## src/rtl/demux_8_out_3_seq_pkg.sv

```systemverilog
// demux_8_out_3_seq_pkg: shared sizes and lane-slice helper for the registered 1-to-8 demux
package demux_8_out_3_seq_pkg;
  localparam int LANES = 8;
  localparam int SEL_W = 3;
  localparam int OCC_W = 4;
  localparam int DEF_WIDTH = 32;
  function automatic int lane_lo(input int k, input int w);
    return k * w;
  endfunction
endpackage

```

## src/rtl/demux_8_out_3_seq_lane.sv

```systemverilog
// demux_8_out_3_seq_lane: one holding register with valid flag; load wins over ack
module demux_8_out_3_seq_lane #(
  parameter int WIDTH = 32
) (
  input  logic             clock,
  input  logic             reset,
  input  logic             load,
  input  logic             ack,
  input  logic [WIDTH-1:0] data,
  output logic [WIDTH-1:0] q,
  output logic             valid,
  output logic             will_free
);
  logic [WIDTH-1:0] r_data;
  logic             r_valid;
  always_ff @(posedge clock) begin
    if (reset) begin
      r_data  <= '0;
      r_valid <= 1'b0;
    end else if (load) begin
      r_data  <= data;
      r_valid <= 1'b1;
    end else if (ack) begin
      r_valid <= 1'b0;
    end
  end
  assign q         = r_data;
  assign valid     = r_valid;
  assign will_free = r_valid && ack && !load;
endmodule

```

## src/rtl/demux_8_out_3_seq.sv

```systemverilog
// demux_8_out_3_seq: registered 1-to-8 demux with per-lane valid/ack and occupancy count
// Optional round-robin destination pointer enabled by defining DEMUX_AUTO_SEQ_EN.
module demux_8_out_3_seq
  import demux_8_out_3_seq_pkg::*;
#(
  parameter int WIDTH = DEF_WIDTH
) (
  input  logic                   clock,
  input  logic                   reset,
`ifdef DEMUX_AUTO_SEQ_EN
  input  logic                   in_auto,
`endif
  input  logic [WIDTH-1:0]       in_data,
  input  logic [SEL_W-1:0]       in_sel,
  input  logic                   in_valid,
  output logic                   in_ready,
  output logic [LANES*WIDTH-1:0] out_data,
  output logic [LANES-1:0]       out_valid,
  input  logic [LANES-1:0]       out_ack,
  output logic [OCC_W-1:0]       occ_count,
  output logic                   all_full
);
  logic [SEL_W-1:0] w_dst;
  logic             w_accept;
  logic [LANES-1:0] w_free;
  logic [OCC_W-1:0] w_freed;
  logic [OCC_W-1:0] r_occ;
`ifdef DEMUX_AUTO_SEQ_EN
  logic [SEL_W-1:0] r_ptr;
  assign w_dst = in_auto ? r_ptr : in_sel;
  always_ff @(posedge clock) begin
    if (reset) r_ptr <= '0;
    else if (w_accept && in_auto) r_ptr <= r_ptr + 1'b1;
  end
`else
  assign w_dst = in_sel;
`endif
  // Ack on the destination lane frees it for the same-edge reload.
  assign in_ready = !reset && (!out_valid[w_dst] || out_ack[w_dst]);
  assign w_accept = in_valid && in_ready;
  genvar k;
  generate
    for (k = 0; k < LANES; k++) begin : g_lane
      demux_8_out_3_seq_lane #(.WIDTH(WIDTH)) u_lane (
        .clock     (clock),
        .reset     (reset),
        .load      (w_accept && (w_dst == SEL_W'(k))),
        .ack       (out_ack[k]),
        .data      (in_data),
        .q         (out_data[lane_lo(k, WIDTH) +: WIDTH]),
        .valid     (out_valid[k]),
        .will_free (w_free[k])
      );
    end
  endgenerate
  always_comb begin
    w_freed = '0;
    for (int i = 0; i < LANES; i++) w_freed = w_freed + OCC_W'(w_free[i]);
  end
  always_ff @(posedge clock) begin
    if (reset) r_occ <= '0;
    else r_occ <= r_occ + OCC_W'(w_accept && !out_valid[w_dst]) - w_freed;
  end
  assign occ_count = r_occ;
  assign all_full  = r_occ == OCC_W'(LANES);
endmodule

```

## config.mk

```make
export PLATFORM = sky130hd
export DESIGN_NAME = demux_8_out_3_seq
export DESIGN_NICKNAME = d
export VERILOG_FILES = /design/src/rtl/demux_8_out_3_seq_pkg.sv /design/src/rtl/demux_8_out_3_seq_lane.sv /design/src/rtl/demux_8_out_3_seq.sv
export SDC_FILE = /design/constraint.sdc
export NUM_CORES = 1
export LEC_CHECK = 0
export ABC_AREA = 1
export ABC_CLOCK_PERIOD_IN_PS = 5400
export BUFFER_PORTS_ARGS = -buffer_cell sky130_fd_sc_hd__buf_2
export CAP_MARGIN = 20
export CORE_MARGIN = 2
export CORE_UTILIZATION = 40
export DETAILED_ROUTE_END_ITERATION = 12
export PLACE_DENSITY = 0.6
export SLEW_MARGIN = 20
export SYNTH_ARGS = -nofsm -noshare
export SYNTH_HDL_FRONTEND = slang
export SYNTH_SLANG_ARGS = --single-unit
```

## constraint.sdc

```tcl
create_clock -name clock -period 5.4 [get_ports clock]
set_input_delay 1.08 -clock clock [delete_from_list [all_inputs] [get_ports clock]]
set_output_delay 1.08 -clock clock [all_outputs]
set_load 0.005 [all_outputs]
```

# Word-level counts from Yosys, hierarchy flattened
# Cells that the tools add are included.
# classes
addsub	9
n_lt_le_gt_ge	1
eq_ne	8
mux	20
reduce_logical	47
# ops
op	n
$logic_and 1x1->1	27
$add 4x1->4	5
$mux 1	18
$reduce_bool 2->1	8
$eq 3x3->1 const B	4
$logic_not 1->1	10
$bmux 1 s3	2
$eq 3x2->1 const B	2
$add 3x1->4	1
$eq 4x4->1 const B	1
$lt 3x4->1 const B	1
$sub 4x4->4	1
$add 2x1->3	1
$eq 3x1->1 const B	1
$logic_not 3->1	1
$add 1x1->2	1
$logic_or 1x1->1	1
# totals
reg_bits	268
in_bits	46
out_inout_bits	270
word_cells	102

# Logic depth before layout (Yosys ltp)
# Gate-level depths: netlist of run 1.
# logic_depth
depth_word	17
depth_mapped	25

# By module
# From an unflattened synthesis of run 1, not the netlist that was laid out.
# hier_totals
cells_unflattened	1806
area_unflattened_um2	11601.1
# modules_own_cells
mod	instances	cells_each	area_each_um2	seq_area_each_um2
demux_8_out_3_seq_lane	8	211	1351.3	660.6
demux_8_out_3_seq	1	118	790.8	80.1

# Least setup slack after synthesis of run 1
# No wires, ideal clock.
# synth_timing
path_type	in2reg
start	input port in_sel[1]
end	register r_occ[3], in the netlist occ_count[3]
setup_time_ns	0.128
arrival_time_ns	4.871
t_required_ns	5.272
setup_slack_ns	0.402
cell_stages	24
path_buffers	2
path_cell_list	buf_6 -> inv_1 -> nor2_1 -> nand2_1 -> nand3_1 -> nand2_1 -> inv_1 -> nand2_4 -> nand4_2 -> buf_6 -> nand3_1 -> inv_1 -> fa_1 -> fa_1 -> inv_1 -> fa_1 -> inv_1 -> fa_1 -> inv_1 -> ha_1 -> ha_1 -> xor2_1 -> xor2_1 -> nor2_1
# synth_via
elab_chain_cells	17
elab_cells_between_ends	50
cone_classes	9 x add/sub; 7 x eq/ne; 4 x mux; 30 x reduce/logical
# synth_lines
element	line_no	rtl
start: declaration	demux_8_out_3_seq.sv:14	input logic [SEL_W-1:0] in_sel,
$bmux 1 s3	demux_8_out_3_seq.sv:39, demux_8_out_3_seq.sv:62	
$mux 1 (implied by the code)	demux_8_out_3_seq.sv:39, demux_8_out_3_seq.sv:62	
$logic_not 1->1	demux_8_out_3_seq.sv:39, demux_8_out_3_seq.sv:62	
$logic_or 1x1->1	demux_8_out_3_seq.sv:39	assign in_ready = !reset && (!out_valid[w_dst] || out_ack[w_dst]);
$logic_and 1x1->1	demux_8_out_3_seq.sv:39	
$logic_and 1x1->1	demux_8_out_3_seq.sv:40	assign w_accept = in_valid && in_ready;
$logic_and 1x1->1	demux_8_out_3_seq.sv:47	.load (w_accept && (w_dst == SEL_W'(k))),
$logic_not 1->1	demux_8_out_3_seq_lane.sv:29	assign will_free = r_valid && ack && !load;
$logic_and 1x1->1	demux_8_out_3_seq_lane.sv:29	
$add 1x1->2	demux_8_out_3_seq.sv:58	for (int i = 0; i < LANES; i++) w_freed = w_freed + OCC_W'(w_free[i]);
$add 2x1->3	demux_8_out_3_seq.sv:58	
$add 3x1->4	demux_8_out_3_seq.sv:58	
$add 4x1->4 (4 in a row)	demux_8_out_3_seq.sv:58	
$sub 4x4->4 *	demux_8_out_3_seq.sv:62	else r_occ <= r_occ + OCC_W'(w_accept && !out_valid[w_dst]) - w_freed;
end signal: assignment	demux_8_out_3_seq.sv:62	
end: declaration	demux_8_out_3_seq.sv:27	logic [OCC_W-1:0] r_occ;
# Mark *: on every way between the ends. The rest lies on a longest branch, timed or not. The select of a mux whose other input is x is not followed.
# A chain may end at the register's enable or synchronous reset.

# Worst setup path after layout of run 1
# layout_timing
start	input port in_sel[2]
end	register r_occ[3], in the netlist occ_count[3]
# Same word-level chain as after synthesis.

==> results.yml, run 1 <==
drt:
  dr.pass1.iters: 5
  wl_um: 45500
  drt_iter0_markers: 967
  drc: 0
  vias_per_cell: 4.630
  detail_route.wl_per_cell_um: 16.17
  ant_nets: 0
  vias: 13030
yosys:
  yosysUniqueCellTypes: 24
  synth.avg_cell_area_um2: 6.436
  ys.flop_type: "dfxtp_1"
  synth_top_cell_area_share: 0.3925
  synth_fp_nets: 2183
  synth_edf_count: 0
  yosysSeqAreaShare: 0.3925
  ys_warn_count: 0
  synth_area_leaders: "dfxtp_1 (39%), inv_1 (16%), nand2_1 (15%), nand4_1 (12%), nor2_1 (7.4%)"
  syn_inst: 2124
  netlist_area_um2: 13670
  synth.most_common_cell: "inv_1"
  async_flop_share: 0
  synth_common_cells: "inv_1 (573), nand2_1 (557), nor2_1 (271)"
  ys_ff_latch: 268
  yosys.area.top_type: "dfxtp_1"
worst_setup_path:
  critPathKind: "primary input to flop"
  end_kind: "flop"
  cp-start-kind: "primary input"
  crit_required_ps: 5840
  worst-path-max-fanout: 8
  crit_arrival_ps: 5040
floorplanning:
  fp.dieH_um: 188.9
  core_region_area_um2: 33620
  io_pins: 316
  dieArea_um2: 35670
  dieWidth_um: 188.9
  start_util: 0.4067
  rows: 67
timing:
  fin_crit_sh: 0.8510
  fmax_ghz: 0.2176
  slew_headroom: 0.1315
  setup_ws_ps: 804.4
  fin_crit_ps: 4596
  drv_slew: 0
  skew_ps: 16.27
  setup-tns-final_ps: 0
  tightest_slew_ps: 1303
  hold_violations: 0
  setup_viol_count_final: 0
  holdWs_ps: 494.1
  rsz0062_at_grt: "no"
clocking:
  clockBufferDepth: 3
  cts_resized: 0
  hold_buffers: 0
  path_clk_slew_ps: 60
  clkSinkCount: 268
  clk_latency_ps: 580
  h-tree-depth: 1
  cts_tree: "built"
  cts-buffers-inserted: 31
  cts-root-buf: "clkbuf_16"
  post_cts_buffers: 0
power_and_ir_drop:
  clockPowerShare: 0.458
  seqPwrFrac: 0.437
  leakage_nw: 8.883
  comb_power_share: 0.104
  power.internal_w: 0.003458
  ir_drop_v: 0.0002584
  p_total_w: 0.004688
  p_sw_w: 0.001230
  p_sw_frac: 0.2624
  power_per_cell_area_nw_per_um2: 290.5
global_routing:
  grt_overflow: 0
  grt_antenna_before_repair: 0
  grt_pass1_wl_um: 70040
  grt_max_degree: 257
  grtUsageTotal: 0.2494
  grt_pass1_vias: 12135
place:
  gp_congestion: 0.8339
  port-buffer-count: 315
  dp_slack_ps: 212.7
  dp_hpwl_um: 27780
  placed_cells: 2761
run:
  maxCapViolations: 0
cells_and_area:
  nets: 2405
  drive_gt1_frac: 0.1716
  area_delta_synth_final_pct: 18.06
  register_area_um2: 5365
  multi_input_area_um2: 5244
  n_antenna_cell: 0
  stdcell_count: 2814
  nFillCells: 3508
outcome:
  status: "finished, final reports clean"
hold_path:
  hold_class: "flop to flop"
-- state kept, by name, indices dropped and copies added (netlist names) --
name and count:
g_lane.u_lane.valid 8, g_lane.u_lane.q 256, occ_count 4
-- layout by cell type, fill, tap and decap left out, drive strengths merged --
master	synthesis	final
a21oi	8	8
buf	85	335
bufinv	0	3
clkbuf	62	45
clkinv	2	5
dfxtp	268	268
fa	6	6
ha	7	7
inv	574	577
nand2	559	559
nand3	12	12
nand4	264	264
nor2	273	273
nor3	1	1
xnor2	1	1
xor2	2	2
-- critical path: stages --
cell and delay (ps):
buf_2 260, clkinv_1 410, nand3_1 200, nand2_1 110, inv_1 100, nand2_4 120
nand4_2 100, nand3_1 130, fa_1 540, ha_1 240, fa_1 380, inv_1 90
fa_1 420, inv_1 70, ha_1 220, ha_1 200, xor2_1 150, xor2_1 160
nor2_1 50
-- metrics by stage --
stage                       util  instance area (um^2)
after floorplan                -                 13670
after global placement    0.4494                 15110
after global routing      0.4801                 16140
final                     0.4801                 16140
after CTS                 0.4801                 16140
after detailed placement  0.4494                 15110
-- path summary, 6_finish.rpt --
path | from | endpoint | slack, ps | cells past startpoint
max | in_sel[2] | occ_count[3] | 800 | 19
min | g_lane[5].u_lane.valid | g_lane[5].u_lane.valid | 490 | 2
max reg2reg | g_lane[0].u_lane.valid | occ_count[3] | 1330 | 22
min reg2reg | g_lane[5].u_lane.valid | g_lane[5].u_lane.valid | 490 | 2
-- cell type report --
class	instances	share of cell area
clock buffers	44	0.05605
clock inverters	9	0.007908
inverters	576	0.1344
multi-input cells	1133	0.3249
flip-flops and latches	268	0.3324
well taps	448	0.03473
repair buffers	336	0.1095
-- kinds of logic after synthesis --
logic type	synth area share
DFF	0.3925
buffers and inverters	0.2284
and+or+nand+nor	0.3591
AOI/OAI and AO/OA	0.002929
xor gates and xnor gates	0.001922
adders and majority gates	0.01519
-- power by group through the flow --
stage / logic [W] / registers, W / clock network (W)
after CTS: 0.000487 / 0.00205 / 0.00220
after detailed placement: 0.000485 / 0.00209 / 0
after global routing: 0.000546 / 0.00205 / 0.00227
after global placement: 0.000482 / 0.00209 / 0
final: 0.000489 / 0.00205 / 0.00215
after floorplan: 0.000330 / 0.00209 / 0
-- routing by layer --
layer | up-vias | global-route usage | wire length (um)
met5 | - | 0 | 0
met4 | 0 | 0.07272 | 1153
met3 | 61 | 0.04615 | 3105
met2 | 413 | 0.4024 | 20450
met1 | 5845 | 0.3405 | 20800
li1 | 6711 | - | -
No activity file was read; power rests on OpenSTA's default activity.
==> run 2, diff against run 1 <==
--- a/config.mk
+++ b/config.mk
@@ -9,10 +9,12 @@
 export ABC_CLOCK_PERIOD_IN_PS = 5400
 export BUFFER_PORTS_ARGS = -buffer_cell sky130_fd_sc_hd__buf_2
 export CAP_MARGIN = 20
+export CELL_PAD_IN_SITES_DETAIL_PLACEMENT = 0
+export CELL_PAD_IN_SITES_GLOBAL_PLACEMENT = 1
 export CORE_MARGIN = 2
-export CORE_UTILIZATION = 40
+export CORE_UTILIZATION = 38
 export DETAILED_ROUTE_END_ITERATION = 12
-export PLACE_DENSITY = 0.6
+export PLACE_DENSITY = 0.79
 export SLEW_MARGIN = 20
 export SYNTH_ARGS = -nofsm -noshare
 export SYNTH_HDL_FRONTEND = slang
==> run 2 against run 1 <==
Against the previous run:
- clock-buffer cell count is 9 higher
- largest power group unchanged
- design area rose by 1.1%
- critical path depth up 5
- wire length rose by 1.3%
- first-iteration DRC count down 1.1%
- setup slack lost 110 ps
- sequential power about the same
- cell count is 0.89% higher
- register-to-register slack hardly changed
- non-clock buffer count up 5
==> results.yml, run 2 (synthesis gave the netlist of run 1 again) <==
global_routing:
  grt_antenna_before_repair: 0
  grt_pass1_wl_um: 71320
  grt_max_degree: 210
  grtUsageTotal: 0.2391
  grt_overflow: 0
  grt_pass1_vias: 12194
worst_setup_path:
  crit_arrival_ps: 5110
  max_stage_delay_ps: 510
  critPathKind: "primary input to flop"
  worst_r2r_path_depth: 22
  worst-path-max-fanout: 12
  cp_cell_sequence: "buf_2, inv_2, nand2_1, nand2_1, nand2_1, nand3_1, nand2_1, inv_1, nand2_4, nand4_2, nand3_1, inv_1, fa_1, fa_1, inv_1, fa_1, inv_1, fa_1, inv_1, ha_1, ha_1, xor2_1, xor2_1, nor2_1"
  cp_common_cell: "inv_1"
  cp_slowest_cell: "fa_1"
  crit_required_ps: 5800
  cp-start-kind: "primary input"
  end_kind: "flop"
power_and_ir_drop:
  leakage_nw: 8.959
  power_per_cell_area_nw_per_um2: 300.4
  ir_drop_v: 0.0001895
  p_total_w: 0.004901
hold_path:
  hold_class: "flop to flop"
  min_path_cells: 2
cells_and_area:
  stdcell_count: 2839
  nFillCells: 3767
  layout_commonest_cell: "inv_1"
  nets: 2413
  n_antenna_cell: 0
  final_cell_mix: "inv_1 (573), nand2_1 (557), buf_2 (314)"
  area_delta_synth_final_pct: 19.34
  largest_reg_flops: 256
  drive_gt1_frac: 0.1745
place:
  dp_hpwl_um: 28670
  gp_congestion: 0.8154
  placed_cells: 2779
  port-buffer-count: 315
  dp_slack_ps: 166.2
timing:
  setup-tns-final_ps: 0
  skew_ps: 13.87
  drv_slew: 0
  rsz0062_at_grt: "no"
  setup_ws_ps: 691.3
  holdWs_ps: 501.9
  slew_headroom: 0.3281
  fin_crit_ps: 4709
  tightest_slew_ps: 1008
  fmax_ghz: 0.2124
  setup_viol_count_final: 0
  fin_crit_sh: 0.8720
  hold_violations: 0
clocking:
  path_clk_slew_ps: 60
  cts-buffers-inserted: 34
  cts_tree: "built"
  cts-root-buf: "clkbuf_16"
  clk_latency_ps: 510
  clkSinkCount: 268
  post_cts_buffers: 0
  hold_buffers: 0
  clockBufferDepth: 3
  cts_resized: 0
  h-tree-depth: 2
floorplanning:
  start_util: 0.3853
  dieArea_um2: 37510
  core_region_area_um2: 35480
  rows: 69
  io_pins: 316
  fp.dieH_um: 193.7
  dieWidth_um: 193.7
drt:
  drc: 0
  ant_nets: 0
  vias: 13056
  route.met3.wl_um: 3269
  wl_um: 46090
  met1_length_um: 20880
  dr.pass1.iters: 5
  detail_route.wl_per_cell_um: 16.24
  dr_wl_met2_um: 21070
  vias_per_cell: 4.599
  top_layer_used: "met4"
  drt_iter0_markers: 956
run:
  maxCapViolations: 0
outcome:
  status: "finished, final reports clean"
run 2: cell types whose count changed in the layout (fill, tap and decap cells not counted):
cell | previous run | this run
clkbuf_16 | 31 | 35
buf_12 | 2 | 1
buf_4 | 19 | 25
inv_6 | 2 | 1
clkinv_2 | 4 | 1
clkbuf_1 | 5 | 8
clkbuf_8 | 9 | 11
inv_8 | 1 | 2
clkinvlp_4 | 0 | 1
run 2: final timing paths:
| path | to | startpoint | slack [ps] |
|---|---|---|---|
| max | occ_count[3] | in_sel[0] | 690 |
| min | g_lane[1].u_lane.valid | g_lane[1].u_lane.valid | 500 |
| max reg2reg | occ_count[3] | g_lane[7].u_lane.valid | 1320 |
| min reg2reg | g_lane[1].u_lane.valid | g_lane[1].u_lane.valid | 500 |
run 2: routing by layer:
metal	track usage	vias to the layer above
li1	-	6731
met1	0.3235	5880
met2	0.3889	387
met3	0.05375	58
met4	0.05428	0
met5	0	-
run 2: cell type report:
| type | instances | area (um^2) | share of cell area |
|---|---|---|---|
| Tap cell | 461 | 576.8 | 0.03536 |
| Sequential cell | 268 | 5365 | 0.3289 |
| Timing Repair Buffer | 341 | 1793 | 0.1099 |
| Multi-Input combinational cell | 1133 | 5244 | 0.3214 |
| Clock inverter | 7 | 122.6 | 0.007516 |
| Clock buffer | 53 | 1044 | 0.06396 |
| Inverter | 576 | 2170 | 0.1330 |
run 2: power by group:
| part | internal, W | leakage (nW) | switching [W] |
|---|---|---|---|
| sequential | 0.00202 | 2.17 | 0.0000278 |
| combinational | 0.000140 | 6.22 | 0.000348 |
| clock | 0.00147 | 0.570 | 0.000889 |
run 2: worst max-delay path, delay by kind of cell:
kind,cells,cell delay [ps]
fa+ha+maj,6,2130
simple gates,9,790
buf+inv,7,730
xor+xnor,2,330
run 2: through the flow:
step	instance area [um^2]	utilization
after floorplan	13670	-
after global placement	15150	0.4269
after CTS	16310	0.4598
final	16310	0.4598
after global routing	16310	0.4598
after detailed placement	15150	0.4269
